$ cat config.mk
export PLATFORM = sky130hd
export DESIGN_NAME = arith_pipeline
export DESIGN_NICKNAME = d
export VERILOG_FILES = /design/src/rtl/arith_pipe_pkg.sv /design/src/rtl/arith_pipe_decode.sv /design/src/rtl/arith_pipeline.sv
export SDC_FILE = /design/constraint.sdc
export NUM_CORES = 2
export LEC_CHECK = 0
export ABC_AREA = 0
export BUFFER_PORTS_ARGS = -buffer_cell sky130_fd_sc_hd__buf_2
export CORE_MARGIN = 5
export CORE_UTILIZATION = 25
export DETAILED_ROUTE_END_ITERATION = 8
export PLACE_DENSITY = 0.43
export SLEW_MARGIN = 10
export SYNTH_ARGS = -nofsm -noshare
export SYNTH_HDL_FRONTEND = slang
export SYNTH_SLANG_ARGS = --single-unit
$ cat constraint.sdc
create_clock -name clock -period 10.34 [get_ports clock]
set_clock_uncertainty 0.05 [all_clocks]
set_input_delay 0 -clock clock [delete_from_list [all_inputs] [get_ports clock]]
set_output_delay 0 -clock clock [all_outputs]
set_load 0.03 [all_outputs]
$ cat src/rtl/arith_pipe_pkg.sv
// arith_pipe_pkg: shared constants and types for the arith_pipeline slice.
//   - MIPS opcode / funct encodings for the supported arithmetic/logic subset
//   - ALU operation codes (same numbering as alu32)
//   - immediate-select and destination-select enums used by the decoder
//   - F/EX stage-register layout (raw instruction fields)
package arith_pipe_pkg;

  localparam logic [5:0] OP_RTYPE = 6'h00;
  localparam logic [5:0] OP_ADDI  = 6'h08;
  localparam logic [5:0] OP_ANDI  = 6'h0C;
  localparam logic [5:0] OP_ORI   = 6'h0D;
  localparam logic [5:0] OP_XORI  = 6'h0E;

  localparam logic [5:0] FN_ADD = 6'h20;
  localparam logic [5:0] FN_SUB = 6'h22;
  localparam logic [5:0] FN_AND = 6'h24;
  localparam logic [5:0] FN_OR  = 6'h25;
  localparam logic [5:0] FN_XOR = 6'h26;
  localparam logic [5:0] FN_NOR = 6'h27;

  localparam logic [2:0] ALU_ADD = 3'd2;
  localparam logic [2:0] ALU_SUB = 3'd3;
  localparam logic [2:0] ALU_AND = 3'd4;
  localparam logic [2:0] ALU_OR  = 3'd5;
  localparam logic [2:0] ALU_NOR = 3'd6;
  localparam logic [2:0] ALU_XOR = 3'd7;

  typedef enum logic [1:0] {IMM_REG, IMM_SEXT, IMM_ZEXT} imm_sel_e;
  typedef enum logic {DST_RT, DST_RD} rd_src_e;

  // F/EX register: the fetched instruction word, split into MIPS fields.
  typedef struct packed {
    logic [5:0] opcode;
    logic [4:0] rs;
    logic [4:0] rt;
    logic [4:0] rd;
    logic [4:0] shamt;
    logic [5:0] funct;
  } instr_t;

  // I-type immediate occupies the rd/shamt/funct bit positions.
  function automatic logic [15:0] imm_of(instr_t i);
    return {i.rd, i.shamt, i.funct};
  endfunction

endpackage

$ cat src/rtl/arith_pipe_decode.sv
// arith_pipe_decode: combinational opcode/funct decoder.
//   opcode, funct -> alu_op, imm_sel (reg / sign-ext / zero-ext),
//   rd_src (rd for R-type, rt for I-type), we, illegal.
module arith_pipe_decode
  import arith_pipe_pkg::*;
(
  input  logic [5:0] opcode,
  input  logic [5:0] funct,
  output logic [2:0] alu_op,
  output imm_sel_e   imm_sel,
  output rd_src_e    rd_src,
  output logic       we,
  output logic       illegal
);

  always_comb begin
    alu_op  = ALU_ADD;
    imm_sel = IMM_REG;
    rd_src  = DST_RD;
    we      = 1'b0;
    illegal = 1'b0;
    case (opcode)
      OP_RTYPE: begin
        we = 1'b1;
        case (funct)
          FN_ADD:  alu_op = ALU_ADD;
          FN_SUB:  alu_op = ALU_SUB;
          FN_AND:  alu_op = ALU_AND;
          FN_OR:   alu_op = ALU_OR;
          FN_XOR:  alu_op = ALU_XOR;
          FN_NOR:  alu_op = ALU_NOR;
          default: begin
            we      = 1'b0;
            illegal = 1'b1;
          end
        endcase
      end
      OP_ADDI: begin alu_op = ALU_ADD; imm_sel = IMM_SEXT; rd_src = DST_RT; we = 1'b1; end
      OP_ANDI: begin alu_op = ALU_AND; imm_sel = IMM_ZEXT; rd_src = DST_RT; we = 1'b1; end
      OP_ORI:  begin alu_op = ALU_OR;  imm_sel = IMM_ZEXT; rd_src = DST_RT; we = 1'b1; end
      OP_XORI: begin alu_op = ALU_XOR; imm_sel = IMM_ZEXT; rd_src = DST_RT; we = 1'b1; end
      default: illegal = 1'b1;
    endcase
  end

endmodule

$ cat src/rtl/arith_pipeline.sv
// arith_pipeline: 3-stage (F / EX / WB) MIPS arithmetic/logic pipeline.
//   clock, reset (sync, active-high), enable (0 = freeze all state)
//   imem_addr/imem_data : combinational instruction fetch (word address)
//   dbg_sel/dbg_data    : combinational regfile read port ($0 reads 0)
//   except  : sticky, set when an illegal instruction reaches EX
//   halted  : set once except is up and WB has drained
//   retired : saturating count of WB writes (including writes to $0)
module arith_pipeline
  import arith_pipe_pkg::*;
#(
  parameter int W     = 32,
  parameter int AW    = 32,
  parameter int CNT_W = 16
) (
  input  logic             clock,
  input  logic             reset,
  input  logic             enable,
  output logic [AW-3:0]    imem_addr,
  input  logic [31:0]      imem_data,
  input  logic [4:0]       dbg_sel,
  output logic [W-1:0]     dbg_data,
  output logic             except,
  output logic             halted,
  output logic [CNT_W-1:0] retired
);

  logic [AW-1:0]    pc_q, pc_d;
  instr_t           fex_q, fex_d;
  logic [1:0]       vld_pipe_q, vld_pipe_d;  // [0] = F/EX valid, [1] = EX/WB valid
  logic [4:0]       wb_dst_q, wb_dst_d;
  logic [W-1:0]     wb_data_q, wb_data_d;
  logic             except_q, except_d;
  logic             halted_q, halted_d;
  logic [CNT_W-1:0] retired_q, retired_d;
  logic [W-1:0]     rf_q [32];

  logic [2:0]          alu_op;
  imm_sel_e            imm_sel;
  rd_src_e             rd_src;
  logic                we, illegal;
  logic                wb_wr, ex_illegal, stop;
  logic signed [15:0]  imm_s;
  logic [W-1:0]        rs_val, rt_val, op_b, alu_res;

  arith_pipe_decode u_dec (
    .opcode  (fex_q.opcode),
    .funct   (fex_q.funct),
    .alu_op  (alu_op),
    .imm_sel (imm_sel),
    .rd_src  (rd_src),
    .we      (we),
    .illegal (illegal)
  );

  // A WB entry targeting $0 still retires but neither writes nor forwards.
  assign wb_wr      = vld_pipe_q[1] && (wb_dst_q != 5'd0);
  assign ex_illegal = vld_pipe_q[0] && illegal;

  // Operand read with WB->EX forwarding; distance-2 reads see the regfile.
  always_comb begin
    rs_val = (fex_q.rs == 5'd0) ? '0 : rf_q[fex_q.rs];
    rt_val = (fex_q.rt == 5'd0) ? '0 : rf_q[fex_q.rt];
    if (wb_wr && wb_dst_q == fex_q.rs) rs_val = wb_data_q;
    if (wb_wr && wb_dst_q == fex_q.rt) rt_val = wb_data_q;
    imm_s = $signed(imm_of(fex_q));
    case (imm_sel)
      IMM_SEXT: op_b = W'(imm_s);
      IMM_ZEXT: op_b = W'(imm_of(fex_q));
      default:  op_b = rt_val;
    endcase
  end

  always_comb begin
    alu_res = '0;
    case (alu_op)
      ALU_ADD: alu_res = rs_val + op_b;
      ALU_SUB: alu_res = rs_val - op_b;
      ALU_AND: alu_res = rs_val & op_b;
      ALU_OR:  alu_res = rs_val | op_b;
      ALU_NOR: alu_res = ~(rs_val | op_b);
      ALU_XOR: alu_res = rs_val ^ op_b;
      default: alu_res = '0;
    endcase
  end

  always_comb begin
    pc_d       = pc_q;
    fex_d      = fex_q;
    vld_pipe_d = vld_pipe_q;
    wb_dst_d   = wb_dst_q;
    wb_data_d  = wb_data_q;
    except_d   = except_q;
    halted_d   = halted_q;
    retired_d  = retired_q;
    stop       = 1'b0;
    if (enable) begin
      // Fetch stops for good once an illegal instruction is seen; the
      // instruction behind it in F/EX is squashed.
      stop          = except_q || ex_illegal;
      vld_pipe_d[1] = vld_pipe_q[0] && we && !illegal;
      wb_dst_d      = (rd_src == DST_RD) ? fex_q.rd : fex_q.rt;
      wb_data_d     = alu_res;
      vld_pipe_d[0] = !stop;
      if (!stop) begin
        fex_d = imem_data;
        pc_d  = pc_q + AW'(4);
      end
      except_d = except_q || ex_illegal;
      halted_d = halted_q || (except_q && !vld_pipe_q[1]);
      if (vld_pipe_q[1] && retired_q != '1) retired_d = retired_q + CNT_W'(1);
    end
  end

  always_ff @(posedge clock) begin
    if (reset) begin
      pc_q       <= '0;
      fex_q      <= '0;
      vld_pipe_q <= '0;
      wb_dst_q   <= '0;
      wb_data_q  <= '0;
      except_q   <= 1'b0;
      halted_q   <= 1'b0;
      retired_q  <= '0;
    end else begin
      pc_q       <= pc_d;
      fex_q      <= fex_d;
      vld_pipe_q <= vld_pipe_d;
      wb_dst_q   <= wb_dst_d;
      wb_data_q  <= wb_data_d;
      except_q   <= except_d;
      halted_q   <= halted_d;
      retired_q  <= retired_d;
    end
  end

  always_ff @(posedge clock) begin
    if (reset) begin
      for (int i = 0; i < 32; i++) rf_q[i] <= '0;
    end else if (enable && wb_wr) begin
      rf_q[wb_dst_q] <= wb_data_q;
    end
  end

  assign imem_addr = pc_q[AW-1:2];
  assign dbg_data  = (dbg_sel == 5'd0) ? '0 : rf_q[dbg_sel];
  assign except    = except_q;
  assign halted    = halted_q;
  assign retired   = retired_q;

endmodule

==> impl_results.md <==
* Cells after DPL at 8,777
* Met3 WL post-DR at 31.38 mm
* Achievable Freq at 0.1268 GHz
* Post-synthesis cell type count at 83
* Grt total ovfl at 0
* Initial Util at 0.2511
* EDFF count, synth at 1,024
* Drt total wl at 323.9 mm
* Reg-to-reg slack, setup at 2.45 ns
* Htree depth at 4
* Filler cell count in the final layout at 28,750
* Ports at 120
* Nets@finish at 5,341
* Setup repair after global routing missed its margin: false
* Slew Limit Fails at 0
* Register area share after synthesis at 0.4611
* # port buffers at 119
* LEAKAGE at 0.02832 uW
* Wl on met1 at 136.8 mm
* Fin crit period at 7.885 ns
* Drt initial violations at 7,210
* Highest routed layer: met5
* CTS-repair resized insts at 0
* Top_reg_cell synth: edfxtp_1
* CTS buffer count at 146
* CTS tree: built
* Number of remaining DRC errors at 0
* Vias in the first global route at 49,127
* Syn-to-layout area delta at 14.57%
* Synth area leader: edfxtp_1
* Number of cells in the finished layout apart from fillers at 9,120
* Hold Path Class: primary input to flip-flop
* Critical path's slowest cell: a211o_1
* Clk root buf: clkbuf_16
* Final Wtd Congestion at 0.9153
* WP data required at 10.98 ns
* Core Box Area at 287,900 sq um
* DR WL met2 at 145.4 mm
* FF+latch area at 33,370 sq um
* Row cnt at 197
* Top cells by area, synth: edfxtp_1, mux4_2, and2_1
* Cell Area, Synth at 72,280 sq um
* Die H at 547.7 um
* Crit end category: flip-flop
* Tcrit/Tclk final at 0.7626
* Clk_lat worst skew at 0.82 ns
* WL per Instance at 35.52 um
* Most common cell after layout, fill and taps aside: edfxtp_1
* Crit-path max cell delay at 0.63 ns
* Cell repeated most along the worst path: o21ai_0
* Post-Syn Instances at 5,170
* Die ar. at 300,000 sq um
* Multi-input logic area at 36,940 sq um
* Most frequent cells in the layout: edfxtp_1, and2_1, mux4_2, nand2_1, nor2_1
* Syn avg cell area at 13.98 sq um
* Peak supply drop at 184.2 uV
* Post-DP HPWL at 197.5 mm
* Drt via density at 5.547
* Max Root-Sink Buffers at 3
* # setup viols final at 0
* CP Max Fanout at 11
* Slew HR at 0.1014
* Die X at 547.7 um
* Worst Path Class, Setup: flip-flop to flip-flop
* FF+latch count, synth at 1,153
* Crit path launch type: flip-flop
* Final hold vios at 0
* Worst-path clk slew at 0.06 ns
* Overall routing resource usage at 0.2095
* Status: completed
* Synth Warn # at 0
* Setup TNS at 0 ns
* Clock sink total at 1,153
* Synth top area share at 0.4254
* Max-capacitance violation count at 0
* Worst Path Arrival at 8.53 ns
* Power per cell area at 164.9 nW/um^2
* Final ANT Viol Nets at 0
* Async SR Flop Fraction at 0
* Via count at 50,592
* Worst Max-Slew Pin Slew at 1.348 ns
* Initial antenna violation count at 54
* First-pass GRT wire length at 437.2 mm
* First-pass DRT Iterations at 7
* Layout cell share with drive strength beyond 1 at 0.2846
* Largest net degree at the start of global routing at 102
## critical path, delay by kind of cell, from the launching register on
| kind | cells | cell delay (ns) |
|---|---|---|
| simple gates | 9 | 2.20 |
| buf+inv | 1 | 0.08 |
| xor+xnor | 1 | 0.12 |
| compound gates | 13 | 4.09 |
| flops | 1 | 0.31 |
| fa+ha+maj | 2 | 0.90 |
## synth_stat cells, types with 5 or more instances
cell,n
nand3b_1,9
inv_1,78
and3_1,21
dfxtp_1,129
a21o_1,21
o21a_1,18
nand4_1,13
mux4_2,890
o21ai_0,82
a311oi_1,5
a22oi_1,32
a221oi_1,44
a21oi_1,150
ha_1,100
nand2_1,212
o22ai_1,24
a41oi_1,5
a2111oi_0,9
mux2_2,11
nor2_1,239
xnor2_1,68
buf_1,65
or3_1,11
xor2_1,38
o21bai_1,10
buf_2,24
nand2b_1,8
nor4_1,5
a31oi_1,16
buf_6,20
o211ai_1,15
nor3_1,25
a211oi_1,36
nor2b_1,19
a22o_1,5
buf_4,10
or2_2,34
edfxtp_1,1024
mux2i_1,151
clkbuf_1,391
and2_1,999
nand3_1,31
## kinds of logic after synthesis
| family | Yosys count | share of synthesized area |
|---|---|---|
| buf+inv | 594 | 0.03424 |
| simple gates | 1647 | 0.1270 |
| mux | 1052 | 0.2999 |
| xor+xnor | 106 | 0.01284 |
| flops | 1153 | 0.4611 |
| other cells | 1 | 0.00005188 |
| compound gates | 516 | 0.04720 |
| fa+ha+maj | 101 | 0.01759 |
## repair_timing
item,in CTS,in global routing
hold buffers,56,0
hold endpoints to repair,93,0
setup buffers,0,0
## per-layer routing
layer | up-vias | global-route usage
met1 | 26900 | 0.2936
met2 | 3018 | 0.3233
met3 | 519 | 0.04853
met4 | 6 | 0.06130
li1 | 20149 | -
met5 | - | 0
## per-stage QoR
| step | setup slack, ns | hold slack (ns) | total power (uW) | cell area, sq um | utilization |
|---|---|---|---|---|---|
| after global placement | 2.459 | 0.1952 | 8536 | 77540 | 0.2693 |
| after floorplan | 3.958 | 0.08596 | 7392 | 72400 | - |
| after CTS | 2.579 | 0.01770 | 13700 | 82750 | 0.2874 |
| after global routing | 1.785 | 0.05544 | 14090 | 82760 | 0.2875 |
| after detailed placement | 2.631 | 0.2031 | 8544 | 77540 | 0.2693 |
| final | 2.455 | 0.08334 | 13660 | 82810 | 0.2877 |
## where the power goes
part	leakage, uW	switching (uW)	internal (uW)
clock	0.00227	2200	2950
sequential	0.0116	262	5250
combinational	0.0144	1840	1150
total	0.0283	4300	9360
## registers in the layout, summed over array words and instances (netlist names), named ones only
signal	count
vld_pipe_q	2
wb_data_q	32
retired	16
rf_q	1024
fex_q	32
halted	1
wb_dst_q	5
pc_q	30
except	1
## area by class of cell
cell class                      instances  share of cell area
Multi-Input combinational cell       3454              0.4461
Sequential cell                      1153              0.4029
Tap cell                             3781             0.05713
Clock buffer                          192             0.04783
Timing Repair Buffer                  363             0.03333
Clock inverter                         72            0.008295
Inverter                               82            0.003717
Antenna cell                           23           0.0006950
## path summary, 6_finish.rpt
kind,start,end,cells past startpoint
hold / removal,imem_data[25],flip-flop,4
hold reg to reg,fex_q[30]$_SDFFE_PP0P_,fex_q[30]$_SDFFE_PP0P_,2
setup reg to reg,fex_q[31]$_SDFFE_PP0P_,wb_data_q[31]$_SDFFE_PP0P_,26
setup / recovery,fex_q[31]$_SDFFE_PP0P_,wb_data_q[31]$_SDFFE_PP0P_,26
No activity file was read; power rests on OpenSTA's default activity.
